### config.mk
export PLATFORM = sky130hd
export DESIGN_NAME = adv_video_timing_flat
export DESIGN_NICKNAME = d
export VERILOG_FILES = /design/src/rtl/adv_video_timing_if.sv /design/src/rtl/adv_video_timing.sv /design/src/flat_wrapper.sv
export SDC_FILE = /design/constraint.sdc
export NUM_CORES = 1
export LEC_CHECK = 0
export BUFFER_PORTS_ARGS = -buffer_cell sky130_fd_sc_hd__clkbuf_2
export CAP_MARGIN = 10
export CORE_MARGIN = 2
export CORE_UTILIZATION = 35
export CTS_CLUSTER_SIZE = 30
export DETAILED_ROUTE_END_ITERATION = 8
export GPL_TIMING_DRIVEN = 0
export HOLD_SLACK_MARGIN = 0.08
export SKIP_LAST_GASP = 1
export SLEW_MARGIN = 40
export SYNTH_ARGS = -nofsm -noshare
export SYNTH_HDL_FRONTEND = slang
export SYNTH_SLANG_ARGS = --single-unit
### constraint.sdc
create_clock -name FPGA_CLK1_50 -period 5.15 [get_ports FPGA_CLK1_50]
set_input_delay 0 -clock FPGA_CLK1_50 [delete_from_list [all_inputs] [get_ports FPGA_CLK1_50]]
set_output_delay 0 -clock FPGA_CLK1_50 [all_outputs]
set_load 0.03 [all_outputs]
### src/rtl/adv_video_timing_if.sv
// rtl/adv_video_timing_if.sv - framebuffer read port and ADV7513-style video output bundle
interface adv_video_timing_if;
  logic [18:0] PIX_Address;
  logic        PIX_Read;
  logic [23:0] PIX_Data;
  logic        ADV_CLK;
  logic        ADV_DE;
  logic [23:0] ADV_D;
  logic        ADV_Hsync;
  logic        ADV_Vsync;
  logic        FRAME_START;

  modport master (
    output PIX_Address, PIX_Read, ADV_CLK, ADV_DE, ADV_D, ADV_Hsync, ADV_Vsync, FRAME_START,
    input  PIX_Data
  );

  modport slave (
    input  PIX_Address, PIX_Read, ADV_CLK, ADV_DE, ADV_D, ADV_Hsync, ADV_Vsync, FRAME_START,
    output PIX_Data
  );
endinterface

### src/rtl/adv_video_timing.sv
// rtl/adv_video_timing.sv - hot-plug gated VGA-style timing generator with framebuffer fetch
// Runs at half the system clock; counter -> read -> output pipeline is two pixel ticks deep.
module adv_video_timing #(
  parameter int H_ACTIVE = 640,
  parameter int H_FP     = 16,
  parameter int H_SYNC   = 96,
  parameter int H_BP     = 48,
  parameter int V_ACTIVE = 480,
  parameter int V_FP     = 10,
  parameter int V_SYNC   = 2,
  parameter int V_BP     = 33,
  parameter int SYNC_POL = 0,
  parameter int HPD_DEB  = 1024
) (
  input  logic FPGA_CLK1_50,
  input  logic RST,
  input  logic ADV_HPD,
  adv_video_timing_if.master vif
);
  localparam int H_TOTAL = H_ACTIVE + H_FP + H_SYNC + H_BP;
  localparam int V_TOTAL = V_ACTIVE + V_FP + V_SYNC + V_BP;
  localparam int HW = $clog2(H_TOTAL);
  localparam int VW = $clog2(V_TOTAL);
  localparam int DW = $clog2(HPD_DEB + 1);

  localparam logic [HW-1:0] H_ACT  = HW'(H_ACTIVE);
  localparam logic [HW-1:0] HS_BEG = HW'(H_ACTIVE + H_FP);
  localparam logic [HW-1:0] HS_END = HW'(H_ACTIVE + H_FP + H_SYNC - 1);
  localparam logic [HW-1:0] H_LAST = HW'(H_TOTAL - 1);
  localparam logic [VW-1:0] V_ACT  = VW'(V_ACTIVE);
  localparam logic [VW-1:0] VS_BEG = VW'(V_ACTIVE + V_FP);
  localparam logic [VW-1:0] VS_END = VW'(V_ACTIVE + V_FP + V_SYNC - 1);
  localparam logic [VW-1:0] V_LAST = VW'(V_TOTAL - 1);
  localparam logic [DW-1:0] DEB_LAST = DW'(HPD_DEB - 1);
  localparam logic SYNC_OFF = (SYNC_POL == 0);

  typedef enum logic [1:0] {IDLE, DEBOUNCE, RUN} state_t;

  state_t        state_q, state_d;
  logic          hpd_meta_q, hpd_meta_d, hpd_sync_q, hpd_sync_d;
  logic [DW-1:0] deb_q, deb_d;
  logic          pix_ce_q, pix_ce_d;
  logic [HW-1:0] h_q, h_d;
  logic [VW-1:0] v_q, v_d;
  logic [18:0]   addr_cnt_q, addr_cnt_d;
  logic          s1_active_q, s1_active_d, s1_hs_q, s1_hs_d, s1_vs_q, s1_vs_d, s1_first_q, s1_first_d;
  logic          pix_read_q, pix_read_d;
  logic [18:0]   pix_addr_q, pix_addr_d;
  logic          de_q, de_d, hsync_q, hsync_d, vsync_q, vsync_d;
  logic [23:0]   dat_q, dat_d;
  logic          frame_start_q, frame_start_d, adv_clk_q, adv_clk_d;
  logic          active0, hs0, vs0, first0, run_ok;

  always_comb begin
    hpd_meta_d = ADV_HPD;
    hpd_sync_d = hpd_meta_q;
    state_d    = state_q;
    deb_d      = deb_q;
    case (state_q)
      IDLE: if (hpd_sync_q) begin
        state_d = DEBOUNCE;
        deb_d   = DW'(1);
      end
      // The IDLE clock that first sees HPD counts as debounce sample one.
      DEBOUNCE: if (!hpd_sync_q) begin
        state_d = IDLE;
        deb_d   = '0;
      end else if (deb_q >= DEB_LAST) begin
        state_d = RUN;
        deb_d   = '0;
      end else begin
        deb_d = deb_q + DW'(1);
      end
      RUN:     if (!hpd_sync_q) state_d = IDLE;
      default: state_d = IDLE;
    endcase

    active0 = (h_q < H_ACT) && (v_q < V_ACT);
    hs0     = (h_q >= HS_BEG) && (h_q <= HS_END);
    vs0     = (v_q >= VS_BEG) && (v_q <= VS_END);
    first0  = (h_q == '0) && (v_q == '0);
    run_ok  = (state_q == RUN) && hpd_sync_q;

    pix_ce_d      = pix_ce_q;
    h_d           = h_q;
    v_d           = v_q;
    addr_cnt_d    = addr_cnt_q;
    s1_active_d   = s1_active_q;
    s1_hs_d       = s1_hs_q;
    s1_vs_d       = s1_vs_q;
    s1_first_d    = s1_first_q;
    pix_addr_d    = pix_addr_q;
    de_d          = de_q;
    dat_d         = dat_q;
    hsync_d       = hsync_q;
    vsync_d       = vsync_q;
    pix_read_d    = 1'b0;
    frame_start_d = 1'b0;
    adv_clk_d     = 1'b0;

    // Any exit from RUN (including HPD loss) flushes the whole pipeline at once.
    if (!run_ok) begin
      pix_ce_d    = 1'b0;
      h_d         = '0;
      v_d         = '0;
      addr_cnt_d  = '0;
      s1_active_d = 1'b0;
      s1_hs_d     = 1'b0;
      s1_vs_d     = 1'b0;
      s1_first_d  = 1'b0;
      pix_addr_d  = '0;
      de_d        = 1'b0;
      dat_d       = '0;
      hsync_d     = SYNC_OFF;
      vsync_d     = SYNC_OFF;
    end else begin
      pix_ce_d  = ~pix_ce_q;
      adv_clk_d = ~pix_ce_q;
      if (pix_ce_q) begin
        if (h_q == H_LAST) begin
          h_d = '0;
          v_d = (v_q == V_LAST) ? '0 : v_q + VW'(1);
        end else begin
          h_d = h_q + HW'(1);
        end
        if ((h_q == H_LAST) && (v_q == V_LAST)) addr_cnt_d = '0;
        else if (active0)                       addr_cnt_d = addr_cnt_q + 19'd1;

        s1_active_d = active0;
        s1_hs_d     = hs0;
        s1_vs_d     = vs0;
        s1_first_d  = first0;
        pix_read_d  = active0;
        if (active0) pix_addr_d = addr_cnt_q;

        de_d          = s1_active_q;
        dat_d         = s1_active_q ? vif.PIX_Data : 24'd0;
        hsync_d       = s1_hs_q ^ SYNC_OFF;
        vsync_d       = s1_vs_q ^ SYNC_OFF;
        frame_start_d = s1_first_q;
      end
    end
  end

  always_ff @(posedge FPGA_CLK1_50 or posedge RST) begin
    if (RST) begin
      state_q       <= IDLE;
      hpd_meta_q    <= 1'b0;
      hpd_sync_q    <= 1'b0;
      deb_q         <= '0;
      pix_ce_q      <= 1'b0;
      h_q           <= '0;
      v_q           <= '0;
      addr_cnt_q    <= '0;
      s1_active_q   <= 1'b0;
      s1_hs_q       <= 1'b0;
      s1_vs_q       <= 1'b0;
      s1_first_q    <= 1'b0;
      pix_read_q    <= 1'b0;
      pix_addr_q    <= '0;
      de_q          <= 1'b0;
      dat_q         <= '0;
      hsync_q       <= SYNC_OFF;
      vsync_q       <= SYNC_OFF;
      frame_start_q <= 1'b0;
      adv_clk_q     <= 1'b0;
    end else begin
      state_q       <= state_d;
      hpd_meta_q    <= hpd_meta_d;
      hpd_sync_q    <= hpd_sync_d;
      deb_q         <= deb_d;
      pix_ce_q      <= pix_ce_d;
      h_q           <= h_d;
      v_q           <= v_d;
      addr_cnt_q    <= addr_cnt_d;
      s1_active_q   <= s1_active_d;
      s1_hs_q       <= s1_hs_d;
      s1_vs_q       <= s1_vs_d;
      s1_first_q    <= s1_first_d;
      pix_read_q    <= pix_read_d;
      pix_addr_q    <= pix_addr_d;
      de_q          <= de_d;
      dat_q         <= dat_d;
      hsync_q       <= hsync_d;
      vsync_q       <= vsync_d;
      frame_start_q <= frame_start_d;
      adv_clk_q     <= adv_clk_d;
    end
  end

  assign vif.PIX_Address = pix_addr_q;
  assign vif.PIX_Read    = pix_read_q;
  assign vif.ADV_CLK     = adv_clk_q;
  assign vif.ADV_DE      = de_q;
  assign vif.ADV_D       = dat_q;
  assign vif.ADV_Hsync   = hsync_q;
  assign vif.ADV_Vsync   = vsync_q;
  assign vif.FRAME_START = frame_start_q;
endmodule

### src/flat_wrapper.sv
// flat-port wrapper written by rule: the top's interface ports become plain ports
module adv_video_timing_flat 
#(
  parameter int H_ACTIVE = 640,
  parameter int H_FP     = 16,
  parameter int H_SYNC   = 96,
  parameter int H_BP     = 48,
  parameter int V_ACTIVE = 480,
  parameter int V_FP     = 10,
  parameter int V_SYNC   = 2,
  parameter int V_BP     = 33,
  parameter int SYNC_POL = 0,
  parameter int HPD_DEB  = 1024
)
  (FPGA_CLK1_50, RST, ADV_HPD, vif_PIX_Address, vif_PIX_Read, vif_ADV_CLK, vif_ADV_DE, vif_ADV_D, vif_ADV_Hsync, vif_ADV_Vsync, vif_FRAME_START, vif_PIX_Data);
  adv_video_timing_if vif_i ();
  input  logic FPGA_CLK1_50;
  input  logic RST;
  input  logic ADV_HPD;
  output wire logic [$bits(vif_i.PIX_Address)-1:0] vif_PIX_Address;
  output wire logic [$bits(vif_i.PIX_Read)-1:0] vif_PIX_Read;
  output wire logic [$bits(vif_i.ADV_CLK)-1:0] vif_ADV_CLK;
  output wire logic [$bits(vif_i.ADV_DE)-1:0] vif_ADV_DE;
  output wire logic [$bits(vif_i.ADV_D)-1:0] vif_ADV_D;
  output wire logic [$bits(vif_i.ADV_Hsync)-1:0] vif_ADV_Hsync;
  output wire logic [$bits(vif_i.ADV_Vsync)-1:0] vif_ADV_Vsync;
  output wire logic [$bits(vif_i.FRAME_START)-1:0] vif_FRAME_START;
  input wire logic [$bits(vif_i.PIX_Data)-1:0] vif_PIX_Data;
  assign vif_PIX_Address = vif_i.PIX_Address;
  assign vif_PIX_Read = vif_i.PIX_Read;
  assign vif_ADV_CLK = vif_i.ADV_CLK;
  assign vif_ADV_DE = vif_i.ADV_DE;
  assign vif_ADV_D = vif_i.ADV_D;
  assign vif_ADV_Hsync = vif_i.ADV_Hsync;
  assign vif_ADV_Vsync = vif_i.ADV_Vsync;
  assign vif_FRAME_START = vif_i.FRAME_START;
  assign vif_i.PIX_Data = vif_PIX_Data;
  adv_video_timing #(.H_ACTIVE(H_ACTIVE), .H_FP(H_FP), .H_SYNC(H_SYNC), .H_BP(H_BP), .V_ACTIVE(V_ACTIVE), .V_FP(V_FP), .V_SYNC(V_SYNC), .V_BP(V_BP), .SYNC_POL(SYNC_POL), .HPD_DEB(HPD_DEB)) u_core (.FPGA_CLK1_50(FPGA_CLK1_50), .RST(RST), .ADV_HPD(ADV_HPD), .vif(vif_i));
endmodule
==> impl_results.md <==
* Final Non-Filler Cells at 759
* Tightest Pin Transition at between 500 and 600 ps
* Max rail drop VDD at between 150 and 200 µV
* Nets at ~610
* Ys Warns at 0
* First-pass GRT wire length at around 20000 µm
* Floorplan die height at ~120 µm
* Number of detailed-route iterations in the first pass at 4
* Number of nets produced by synthesis at 495
* Final wirelength at 11600 µm
* Commonest register cell after synthesis: sky130_fd_sc_hd__dfrtp_1
* Leading cell types in the layout, fill and taps excluded: sky130_fd_sc_hd__dfrtp_1, sky130_fd_sc_hd__clkbuf_2, sky130_fd_sc_hd__a22o_1
* Clock H-tree levels at 3
* Worst min-delay path class: primary input to asynchronous set/reset pin
* Post-synth EDFFs at 0
* Number of global-route vias before repair at between 4000 and 5000
* Number of buffers created by CTS at 9
* Period Utilization, post-route at 42.5%
* Setup crit start kind: flip-flop
* Time the final worst path needs with I/O delays and setup at 2190 ps
* R2r worst-path depth at 5
* Total of endpoints with negative setup slack in the final report at 0
* P per Cell Area at 275 nW/µm²
* Slew headroom at 60.8%
* Req. time, crit path at around 5400 ps
* Number of antenna violations at the first check in global routing at 0
* Count of distinct cell types in the synthesized netlist at 57
* Estimated wirelength of the detail-placed design at 7820 µm
* Cells along the critical path: nor4_1 > nand4_1 > o21ai_1 > buf_4 > a21oi_1
* Worst-path maximum fanout at 10
* Setup tns final at 0 ps
* Drt drc at 0
* Synth Instances at about 460
* Leak at 2.77 nW
* Share of synthesized flip-flops with an asynchronous set or reset at 100%
* Root cell of the clock tree: sky130_fd_sc_hd__clkbuf_16
* Via-per-instance ratio at 5.34
* Slowest library cell on the worst path: sky130_fd_sc_hd__o21ai_1
* Overall track demand over capacity in global routing at 16.7%
* Starting DRC count in detailed routing at 286
* Part of the Yosys area used for sequential elements at ~54%
* Crit end category: flip-flop
* Die Outline Area at 15200 µm²
* Core utilization of the finished layout at between 40 and 50%
* Via count at roughly 4100
* Layout overhead on the synthesized area at 24.4%
* Pin count of the biggest net entering global routing at 72
* Max-capacitance violation count at 0
* Worst setup slack after layout at 2960 ps
* Total count of max-transition violations in the final report at 0
* Proportion of netlist area held by the largest area contributor at 52.8%
* Gpl congestion at 0.821
* Delay of the slowest cell on the worst path at 520 ps
* Average footprint of a synthesized cell at 10.8 µm²
* Top post-synthesis cells by area: sky130_fd_sc_hd__dfrtp_1, sky130_fd_sc_hd__a22o_1, sky130_fd_sc_hd__nand3_1
* Reg2reg start: u_core.v_q[4]
* Unrepaired setup endpoints after global routing: no
* Initial cell density of the core at 35.8%
* R2R Path End: u_core.addr_cnt_q[10]
* Final worst clock skew at about 8.2 ps
* Antenna viol nets, final at 0
* Most frequent standard cell in the layout excluding fill and tap cells: sky130_fd_sc_hd__dfrtp_1
* Flops & latches, synth at 107
* Routed wire per std cell at 15.3 µm
* Post-placement cell count at between 700 and 800
* Insertion delay to the later sink of the worst-skew pair at between 300 and 400 ps
* TritonCTS clock tree: yes
* Post-place setup slack at 2960 ps
* GRT Residual Overflow at 0
* Count of clock tree sinks at roughly 110
* Clk pin slew, worst setup/hold paths at 70 ps
* Result of the run: completed
* Critical Path AT at between 2000 and 2500 ps
* Number of gates on the worst path with buffers counted at 5
* Diode count at 0
* Count of buffers from port buffering at 75
* Maximum clock insertion buffer count at 2
* Achievable Freq at 0.457 GHz
* Floorplan Core Area at 13900 µm²
* Tot Pwr at 0.00170 W
* Cell type with the largest total area after synthesis: sky130_fd_sc_hd__dfrtp_1
* Gates resized, CTS repair at 0
* R2R setup slack at approximately 3000 ps
* Ratio of cells with drive above 1 in the final layout at between 20% and 30%
* Num rows at 43
* Bufs and invs on worst path at 1
* Cell area after synthesis at 4970 µm²
* Hold Vio Cnt, Final at 0
* Type of the worst setup path: flip-flop to flip-flop
* Number of buffers added for setup after CTS at 0
* I/O pins at 76
* DIE WIDTH at between 100 and 150 µm
* Top cell family by delay on the critical path: simple AND/OR/NAND/NOR gates
## worst max-delay path by stage
stage / to / start
after floorplan: u_core.addr_cnt_q[0] / RST
after global placement: u_core.vif.PIX_Address[14] / RST
after detailed placement: u_core.addr_cnt_q[12] / u_core.v_q[4]
after CTS: u_core.addr_cnt_q[10] / u_core.v_q[4]
after global routing: u_core.addr_cnt_q[10] / u_core.v_q[4]
final: u_core.addr_cnt_q[10] / u_core.v_q[4]
## per-layer routing
metal,part of all wire [%],track usage (%),vias up,wire length [µm]
met5,0,0,-,0
met4,2.1,7.32,0,243
met3,3.8,3.27,18,447
met2,48,26.6,94,5520
met1,46,21.9,1975,5400
li1,-,-,1966,-
## worst reg2reg max path, cell delays in order (launching register included)
cell,delay (ps)
sky130_fd_sc_hd__dfrtp_1,430
sky130_fd_sc_hd__nor4_1,410
sky130_fd_sc_hd__nand4_1,350
sky130_fd_sc_hd__o21ai_1,520
sky130_fd_sc_hd__buf_4,290
sky130_fd_sc_hd__a21oi_1,60
## where the power goes
part	internal, W	switching, W
registers	0.000849	0.0000110
clock network	0.000427	0.000314
logic	0.0000431	0.0000586
total	0.00132	0.000384
## state kept, by name, indices dropped and copies added (netlist names)
register and cells:
u_core.hpd_meta_q 1, u_core.vif.PIX_Read 1, u_core.h_q 10, u_core.hpd_sync_q 1, u_core.vif.PIX_Address 19, u_core.addr_cnt_q 19
u_core.deb_q 11, u_core.vif.ADV_Hsync 1, u_core.s1_hs_q 1, u_core.s1_vs_q 1, u_core.state_q 2, u_core.vif.FRAME_START 1
u_core.vif.ADV_Vsync 1, u_core.s1_first_q 1, u_core.v_q 10, u_core.s1_active_q 1, u_core.vif.ADV_DE 1, u_core.vif.ADV_D 24
u_core.vif.ADV_CLK 1
## synthesized netlist by cell type (all sizes together) (2+ instances only)
cell	count
dfstp	2
nor2b	2
a41oi	2
a21oi	26
nand2	30
nand3	25
buf	17
nand2b	5
nor3	4
a311oi	2
inv	13
or3	7
nor4	5
a21o	2
o21ai	17
o31ai	15
xnor2	4
xor2	9
ha	7
nand4	15
dfrtp	105
and4	6
and2	4
a31oi	5
nor2	22
or4	15
a31o	3
a22o	46
clkbuf	13
and3	10
o211ai	10
## layout make-up
cell class | instances | area, µm²
Clock inverter | 6 | 90.1
Buffer | 30 | 149
Inverter | 13 | 56.3
Fill cell | 1299 | 7690
Clock buffer | 10 | 229
Tap cell | 180 | 225
Multi-Input combinational cell | 311 | 2100
Timing Repair Buffer | 102 | 663
Sequential cell | 107 | 2680
## stage by stage
step                      instance area (µm²)  hold slack, ps
after global routing                     6190             199
after CTS                                6190             162
after floorplan                          4970            31.4
after global placement                   5580             112
final                                    6190             188
after detailed placement                 5610          -0.114
## cell families (layout without fill, tap and decap cells)
kind of cell	count (synthesis)	count (layout)	synth area share, %
XOR/XNOR	13	13	2.29
adder cells (fa/ha/maj)	7	7	1.76
buffers and inverters	43	161	3.97
AND/OR/NAND/NOR	156	156	17.9
flip-flops	107	107	53.9
AO/OA/AOI/OAI	135	135	20.2
## what timing repair did
item | CTS | global route
setup endpoints to repair | 0 | 0
hold endpoints to repair | 132 | 0
hold buffers | 26 | 0
Power figures use the tool's default switching activity.
